[config.mk]
export PLATFORM = sky130hd
export DESIGN_NAME = jtag_tap_ctrl
export DESIGN_NICKNAME = d
export VERILOG_FILES = /design/src/rtl/jtag_tap_ctrl.sv
export SDC_FILE = /design/constraint.sdc
export NUM_CORES = 1
export LEC_CHECK = 0
export CAP_MARGIN = 10
export CORE_AREA = 2 2 39 41
export DETAILED_ROUTE_END_ITERATION = 10
export DIE_AREA = 0 0 41 43
export PLACE_DENSITY = 0.66
export SYNTH_ARGS = -nofsm -noshare
export SYNTH_HDL_FRONTEND = slang
export SYNTH_SLANG_ARGS = --single-unit
export TNS_END_PERCENT = 5
[constraint.sdc]
create_clock -name TCK -period 1.3 [get_ports TCK]
set_input_delay 0.26 -clock TCK [delete_from_list [all_inputs] [get_ports TCK]]
set_output_delay 0.26 -clock TCK [all_outputs]
set_load 0.05 [all_outputs]
[src/rtl/jtag_tap_ctrl.sv]
// IEEE 1149.1 TAP controller: 16-state TMS walker with registered IR/DR strobes.
// Build option TAP_STATE_DEBUG_EN exposes the raw state and a consecutive-TMS=1 counter.
module jtag_tap_ctrl #(
    parameter int unsigned STATE_W = 4
) (
    input  logic               TCK,
    input  logic               TRST,
    input  logic               TMS,
    output logic               tlr_reset,
    output logic               test_reset,
    output logic               ir_capture,
    output logic               ir_shift,
    output logic               ir_update,
    output logic               dr_capture,
    output logic               dr_shift,
    output logic               dr_update,
    output logic               select_ir,
    output logic               tdo_en
`ifdef TAP_STATE_DEBUG_EN
    ,
    output logic [STATE_W-1:0] tap_state,
    output logic [2:0]         tlr_count
`endif
);

    typedef enum logic [STATE_W-1:0] {
        StTlr     = 4'hF,
        StRti     = 4'hC,
        StSelDr   = 4'h7,
        StCapDr   = 4'h6,
        StShDr    = 4'h2,
        StEx1Dr   = 4'h1,
        StPauseDr = 4'h3,
        StEx2Dr   = 4'h0,
        StUpdDr   = 4'h5,
        StSelIr   = 4'h4,
        StCapIr   = 4'hE,
        StShIr    = 4'hA,
        StEx1Ir   = 4'h9,
        StPauseIr = 4'hB,
        StEx2Ir   = 4'h8,
        StUpdIr   = 4'hD
    } tap_state_e;

    tap_state_e state_q, state_d;
    logic       prev_was_tlr_q;

    always_comb begin
        state_d = StTlr;
        case (state_q)
            StTlr:     state_d = TMS ? StTlr   : StRti;
            StRti:     state_d = TMS ? StSelDr : StRti;
            StSelDr:   state_d = TMS ? StSelIr : StCapDr;
            StCapDr:   state_d = TMS ? StEx1Dr : StShDr;
            StShDr:    state_d = TMS ? StEx1Dr : StShDr;
            StEx1Dr:   state_d = TMS ? StUpdDr : StPauseDr;
            StPauseDr: state_d = TMS ? StEx2Dr : StPauseDr;
            StEx2Dr:   state_d = TMS ? StUpdDr : StShDr;
            StUpdDr:   state_d = TMS ? StSelDr : StRti;
            StSelIr:   state_d = TMS ? StTlr   : StCapIr;
            StCapIr:   state_d = TMS ? StEx1Ir : StShIr;
            StShIr:    state_d = TMS ? StEx1Ir : StShIr;
            StEx1Ir:   state_d = TMS ? StUpdIr : StPauseIr;
            StPauseIr: state_d = TMS ? StEx2Ir : StPauseIr;
            StEx2Ir:   state_d = TMS ? StUpdIr : StShIr;
            StUpdIr:   state_d = TMS ? StSelDr : StRti;
            default:   state_d = StTlr;
        endcase
    end

    // Outputs are registered from state_d so they change on the same edge as state_q.
    always_ff @(posedge TCK) begin
        if (TRST) begin
            state_q        <= StTlr;
            prev_was_tlr_q <= 1'b0;
            tlr_reset      <= 1'b1;
            test_reset     <= 1'b0;
            ir_capture     <= 1'b0;
            ir_shift       <= 1'b0;
            ir_update      <= 1'b0;
            dr_capture     <= 1'b0;
            dr_shift       <= 1'b0;
            dr_update      <= 1'b0;
            select_ir      <= 1'b0;
            tdo_en         <= 1'b0;
        end else begin
            state_q        <= state_d;
            // prev_was_tlr_q stays low through reset so the first free cycle in TLR pulses.
            prev_was_tlr_q <= (state_d == StTlr);
            tlr_reset      <= (state_d == StTlr);
            test_reset     <= (state_d == StTlr) && !prev_was_tlr_q;
            ir_capture     <= (state_d == StCapIr);
            ir_shift       <= (state_d == StShIr);
            ir_update      <= (state_d == StUpdIr);
            dr_capture     <= (state_d == StCapDr);
            dr_shift       <= (state_d == StShDr);
            dr_update      <= (state_d == StUpdDr);
            select_ir      <= state_d inside {StSelIr, StCapIr, StShIr, StEx1Ir,
                                              StPauseIr, StEx2Ir, StUpdIr};
            tdo_en         <= (state_d == StShIr) || (state_d == StShDr);
        end
    end

`ifdef TAP_STATE_DEBUG_EN
    assign tap_state = state_q;

    always_ff @(posedge TCK) begin
        if (TRST || !TMS) begin
            tlr_count <= 3'd0;
        end else if (tlr_count != 3'd7) begin
            tlr_count <= tlr_count + 3'd1;
        end
    end
`endif

endmodule

; ---- Word level (Yosys, flattened, before mapping)
; Index checks and enable logic that the tools add are counted.
[op_classes]
n_mux = 13
eq_ne = 26
reduce_logical = 8
[ops]
columns = op, n
row1 = "4-bit == test, second input constant", 15
row2 = 4-bit case mux with 12 select lines, 1
row3 = "4-bit by 3-bit == test with 1-bit output, second input constant", 7
row4 = "4-bit by 2-bit == test with 1-bit output, second input constant", 3
row5 = 2-bit 2-to-1 mux, 6
row6 = 3-bit 2-to-1 mux, 4
row7 = 7-bit nonzero test, 1
row8 = "4-bit by 1-bit == test with 1-bit output, second input constant", 1
row9 = 4-bit zero test, 1
row10 = 4-bit 2-to-1 mux, 1
row11 = 2-bit OR reduction, 2
row12 = 3-bit OR reduction, 1
row13 = 1-bit logical AND, 1
row14 = 1-bit zero test, 1
row15 = 1-bit logical OR, 1
row16 = 1-bit 2-to-1 mux, 1
[totals]
out_inout_bits = 10
wordCells = 59
regBits = 15

; ---- Depth between registers and ports, before layout
; Gate-level depths: netlist of run 1.
[logic_depth]
word_depth = 5
mapped_depth = 4

; ---- Worst setup path after synthesis of run 1
; No wires, ideal clock.
[synth_timing]
path_kind = register to register
from = register state_q[2]
to = register state_q[1]
path_stages_with_launch = 5
arrival_time_ns = 0.997
path_buffers = 1
required_time_ns = 1.161
path_slack_ns = 0.164
cell_sequence = dfxtp_1 > clkbuf_1 > nor2_1 > a311oi_1 > o221ai_1
[synth_via]
elab_chain_len = 3
[synth_lines]
columns = item, line_no
row1 = from (decl), 45  ; tap_state_e state_q, state_d;
row2 = from (signal assigned), 74  ; state_q <= StTlr;
row3 = from (signal assigned), 87  ; state_q <= state_d;
row4 = "4-bit == test, or another cell as far along", 50  ; case (state_q)
row5 = 3-bit OR reduction (no line) or 2-bit OR reduction (tied branches), --
row6 = 4-bit case mux with 12 select lines *, 50
; Mark *: on every way between the ends. The rest lies on a longest branch, timed or not.
; A chain may end at the register's enable or synchronous reset.

; ---- Final worst setup path of run 1
[layout_timing]
from = register state_q[3]
to = register test_reset
[layout_via]
elab_chain_len = 5
[layout_lines]
columns = item, line_no
row1 = "4-bit == test, or another cell as far along", 50
row2 = 3-bit OR reduction (no line) or 2-bit OR reduction (tied branches), --
row3 = 4-bit case mux with 12 select lines *, 50
row4 = 4-bit == test *, 91  ; test_reset <= (state_d == StTlr) && !prev_was_tlr_q;
row5 = 1-bit logical AND *, 91
row6 = to (signal assigned), 91
row7 = to (decl), 10  ; output logic test_reset,
; Marks and branches as above.

==> results of run 1 <==
## through the flow
step / TNS (ns) / hold WS (ns) / std cells / power [uW] / cell area, um2
floorplan: 0 / 0.3599 / 64 / 680.9 / 574.3
global placement: -0.6870 / 0.3716 / 93 / 787.3 / 834.6
detailed placement: -0.9751 / 0.3794 / 93 / 792.6 / 834.6
CTS: 0 / 0.3931 / 97 / 1052 / 862.1
global route: 0 / 0.4017 / 97 / 1101 / 869.6
finish: 0 / 0.3924 / 97 / 1048 / 869.6
## worst register-to-register path, cell delays in order (launching register included)
cell      delay, ns
dfxtp_1        0.39
or3_1          0.34
a211oi_2       0.28
nor2b_1        0.16
## power groups by stage
stage                     logic [uW]  clock network, uW  registers (uW)
final                            261                263             524
after global placement           255                  0             532
after floorplan                  115                  0             566
after CTS                        260                270             522
after detailed placement         259                  0             534
after global routing             283                291             528
## registers in the layout, indices dropped and copies added, names as in the netlist
register	cells
tdo_en	1
dr_capture	1
ir_update	1
select_ir	1
dr_update	1
ir_capture	1
prev_was_tlr_q	1
test_reset	1
state_q	4
dr_shift	1
tlr_reset	1
ir_shift	1
## layout make-up
class	count	area, um2
inverters	2	7.507
repair buffers	17	264.0
clock inverters	1	5.005
flip-flops and latches	15	301.5
fillers	108	514.2
clock buffers	3	22.52
multi-input cells	43	249.0
well taps	16	20.02
## layout by cell type (no fill, tap or decap), drive strengths merged, types with 2 or more instances in the layout
cell type / n
a21oi: 3
a31oi: 2
buf: 15
clkbuf: 3
dfxtp: 15
inv: 2
nand2: 6
nand2b: 3
nor2: 6
nor2b: 3
nor3: 2
nor3b: 2
o21ai: 4
or2: 2
## cells in the mapped netlist, drive strengths merged
cell type and n:
dfxtp 15, nand2 6, nor2 6, o21ai 4, a21oi 3, nand2b 3
nor2b 3, a31oi 2, buf 2, clkbuf 2, inv 2, nor3 2
nor3b 2, or2 2, a211oi 1, a311oi 1, and2b 1, mux2i 1
nand3 1, nor4 1, nor4b 1, o21bai 1, o221ai 1, or3 1
## layer usage
metal	up-vias	global-route usage, %	routed length, um
li1	251	-	-
met1	226	22.11	491
met2	17	19.38	511
met3	4	4.712	44
met4	0	10.00	34
met5	-	0	0
## cells by family (layout without fill, tap and decap cells)
logic type | count (synthesis) | after routing | synth area share (%)
and+or+nand+nor | 29 | 29 | 26.80
DFF | 15 | 15 | 52.29
muxes | 1 | 1 | 1.743
AOI/OAI and AO/OA | 13 | 13 | 14.81
buffers and inverters | 6 | 23 | 4.358
## worst max-delay path by stage
stage	from	to	slack [ns]	depth (start not counted)
6_report	state_q[3]$_SDFF_PP1_	test_reset$_SDFF_PP0_	0.07	3
5_1_grt	state_q[3]$_SDFF_PP1_	test_reset$_SDFF_PP0_	0.002	3
4_1_cts	state_q[3]$_SDFF_PP1_	test_reset$_SDFF_PP0_	0.06	3
3_5_place_dp	TMS	state_q[1]$_SDFF_PP1_	-0.23	4
3_3_place_gp	TMS	state_q[1]$_SDFF_PP1_	-0.16	4
2_1_floorplan	state_q[2]$_SDFF_PP1_	state_q[1]$_SDFF_PP1_	0.16	4
==> qor.txt, run 1 <==
Status = completed
Slew HR = 82.58%
Routed length per instance = 11.14 um
Worst R2R Path Depth = 3
Origin of the worst min-delay path = prev_was_tlr_q$_SDFF_PP0_
Tightest Pin Transition = 0.2577 ns
Final wirelength = 1081 um
Via/cell ratio = 5.134
Seq pwr share = 50.0%
RSZ-0062 raised after global routing = no
Worst setup margin = 0.07321 ns
First-pass GRT wire length = 1800 um
Die Span Y = 43 um
Worst EP required = 1.53 ns
Final Wtd Congestion = 0.7969
H-Tree Depth = 1
CP max stage delay = 0.39 ns
Nature of the critical path startpoint = flip-flop
Worst Path Arrival = 1.45 ns
Synth area leader = dfxtp_1
Hold path depth = 1
Fin. Hold Viols = 0
Kind of critical path = flip-flop to flip-flop
CP endpoint kind = flip-flop
Mapped cell area = 574.3 um2
HP Class = flip-flop to flip-flop
ANT cells = 0
Max-slew violations = 0
Initial antenna violation count = 0
NumNets Final = 85
Pwr Density = 1205 nW/um2
Starting Density = 41.50%
Vias in the first global route = 409
Net switching power figure = 318.1 uW
Leakage = 0.0003694 uW
Yosys warning count = 0
Syn Nets = 67
Final worst path period need = 1.227 ns
# DRC = 0
CTS tree = yes
Number of core rows = 14
Reg clk slew, reported paths = 0.09 ns
Clk pwr share = 25.1%
Port bufs = 12
Cells along the critical path = or3_1, a211oi_2, nor2b_1
Place WS = -0.2296 ns
Num CTS Buffers = 3
Layout cell share with drive strength beyond 1 = 25.93%
Crit Path Max Fanout = 8
Setup-failing EPs final = 0
Max Cap Viol = 0
Root Buffer = clkbuf_4
Final Cycle Share = 94.37%
Total gr overflow = 0
Syn avg cell area = 8.973 um2
Crit path max-delay family = simple AND/OR/NAND/NOR gates
Core area = 1384 um2
Switch share = 30.34%
Comb power frac = 24.9%
Clock tree sinks = 15
Slowest CP cell = dfxtp_1
Worst-Skew Late Latency = 0.28 ns
Cts hold-fix bufs = 0
CP Buf/Inv Count = 0
Vias after detailed routing = 498
I/O pins = 13
Post-synth cell types = 25
Area Growth Syn to Fin = 51.42%
Die area = 1763 um2
Chip width = 41 um
Worst vdd rail ir drop = 0.7229 mV
R2R setup slack = 0.07 ns
Top post-synthesis cells by area = dfxtp_1 52%, nand2_1 3.9%, nor2_1 3.9%, nand2b_1 3.3%, nor2b_1 3.3%
Sequential-to-total area share from yosys stat = 52.29%
Final core occ = 62.84%
Flop and latch count out of synthesis = 15
Largest net degree at the start of global routing = 16
Skew final = 0.007761 ns
Setup bufs post-CTS = 0
Post-CTS sizing = 0
Max clock buf depth = 2
Dpl hpwl = 772.3 um
R2r endpoint = test_reset$_SDFF_PP0_
Mapped Cells = 64
Hold Path Sink = test_reset$_SDFF_PP0_
Reg-to-reg startpoint = state_q[3]$_SDFF_PP1_
Final ANT Viol Nets = 0
DR pass1 iterations = 5
All-Layer GR Usage = 15.49%
Iter 0 DRT Violations = 11
Internal power = 730.2 uW
Fmax = 815.1 MHz
Top cell type's share of synthesized area = 52.29%
Note: power is estimated with default switching activity, not from simulation.
==> inputs of run 2 (changes only) <==
--- a/config.mk
+++ b/config.mk
@@ -9,6 +9,7 @@
 export CORE_AREA = 2 2 39 41
 export DETAILED_ROUTE_END_ITERATION = 10
 export DIE_AREA = 0 0 41 43
+export MAX_ROUTING_LAYER = met4
 export PLACE_DENSITY = 0.66
 export SYNTH_ARGS = -nofsm -noshare
 export SYNTH_HDL_FRONTEND = slang
==> qor.txt, run 2 (synthesis results as in run 1) <==
Pwr Density = 1205 nW/um2
Total gr overflow = 0
Iter 0 DRT Violations = 11
Internal power = 730.2 uW
Post-CTS sizing = 0
Tightest Pin Transition = 0.2577 ns
Worst Path Arrival = 1.45 ns
Setup-failing EPs final = 0
Fin. Hold Viols = 0
RSZ-0062 raised after global routing = no
Slew HR = 82.58%
Routed length per instance = 11.14 um
Core area = 1384 um2
Root Buffer = clkbuf_4
Register area = 301.5 um2
Kind of critical path = flip-flop to flip-flop
Largest net degree at the start of global routing = 16
Max-slew violations = 0
Status = completed
# DRC = 0
Commonest non-fill, non-tap cell in the layout = dfxtp_1
NumNets Final = 85
Die area = 1763 um2
Cts hold-fix bufs = 0
CP endpoint kind = flip-flop
Chip width = 41 um
Nature of the critical path startpoint = flip-flop
Comb power frac = 24.9%
Worst EP required = 1.53 ns
I/O pins = 13
Die Span Y = 43 um
Worst-Skew Late Latency = 0.28 ns
Seq pwr share = 50.0%
Final setup TNS = 0 ns
DR pass1 iterations = 5
Net switching power figure = 318.0 uW
Setup bufs post-CTS = 0
Vias in the first global route = 409
Commonest cells after routing, fill and taps aside = 14 x dfxtp_1, 10 x buf_12, 6 x nor2_1, 6 x nand2_1, 4 x buf_4
Reg clk slew, reported paths = 0.09 ns
Max Cap Viol = 0
Leakage = 0.0003694 uW
Initial antenna violation count = 0
Via/cell ratio = 5.134
Most flop-heavy register = state_q
ANT cells = 0
All-Layer GR Usage = 15.87%
Worst setup margin = 0.07328 ns
HP Class = flip-flop to flip-flop
Max FFs per register = 4
Fillers = 108
Port bufs = 12
H-Tree Depth = 1
Area Growth Syn to Fin = 51.42%
Num CTS Buffers = 3
Layout cell share with drive strength beyond 1 = 25.93%
Crit Path Max Fanout = 8
Final Wtd Congestion = 0.8083
Skew final = 0.007789 ns
Starting Density = 41.50%
Vias after detailed routing = 498
Place WS = -0.2296 ns
Final worst path period need = 1.227 ns
Worst vdd rail ir drop = 0.7229 mV
Final wirelength = 1081 um
R2R setup slack = 0.07 ns
Clock tree sinks = 15
First-pass GRT wire length = 1794 um
Area of the multi-input gates = 249.0 um2
Final ANT Viol Nets = 0
Switch share = 30.34%
Total power = 1048 uW
Clk pwr share = 25.1%
Max clock buf depth = 2
Fmax = 815.2 MHz
Number of core rows = 14
Final Cycle Share = 94.36%
CTS tree = yes
Dpl hpwl = 772.3 um
run 2: cell counts in the layout (fill, tap and decap cells not counted):
No cell type changed its count.
run 2: metrics by stage:
step	instance area, um2	instances	hold WS [ns]	util [%]
2_1_floorplan	574.3	64	0.3599	-
3_3_place_gp	834.6	93	0.3716	60.31
4_1_cts	862.1	97	0.3931	62.30
5_1_grt	869.6	97	0.4017	62.84
3_5_place_dp	834.6	93	0.3794	60.31
6_report	869.6	97	0.3924	62.84
run 2: worst max-delay path, cell delays in order (launching register included):
cell      delay, ns
dfxtp_1        0.39
or3_1          0.34
a211oi_2       0.28
nor2b_1        0.16
run 2: final cells by class:
class / instances / share of cell area [%]
Tap cell: 16 / 2.302
Clock buffer: 3 / 2.590
Clock inverter: 1 / 0.5755
Inverter: 2 / 0.8633
Sequential cell: 15 / 34.68
Timing Repair Buffer: 17 / 30.36
Multi-Input combinational cell: 43 / 28.63
run 2: worst paths after layout:
kind,start,endpoint,depth (start not counted)
worst min-delay path,prev_was_tlr_q$_SDFF_PP0_,test_reset$_SDFF_PP0_,1
worst max register to register,state_q[3]$_SDFF_PP1_,test_reset$_SDFF_PP0_,3
worst max-delay path,state_q[3]$_SDFF_PP1_,test_reset$_SDFF_PP0_,3
worst min register to register,prev_was_tlr_q$_SDFF_PP0_,test_reset$_SDFF_PP0_,1
run 2: layer usage:
metal	part of all wire, %	global-route usage (%)	vias up	wire length, um
li1	-	-	251	-
met1	45	22.11	226	491
met2	47	19.38	17	511
met3	4.1	4.712	4	44
met4	3.1	10.00	0	34
met5	0	-	-	0
run 2: power groups by stage:
stage / Sequential, uW / Combinational, uW / Clock, uW
floorplan: 566 / 115 / 0
global placement: 532 / 255 / 0
detailed placement: 534 / 259 / 0
CTS: 522 / 260 / 270
global route: 528 / 283 / 291
finish: 524 / 261 / 263
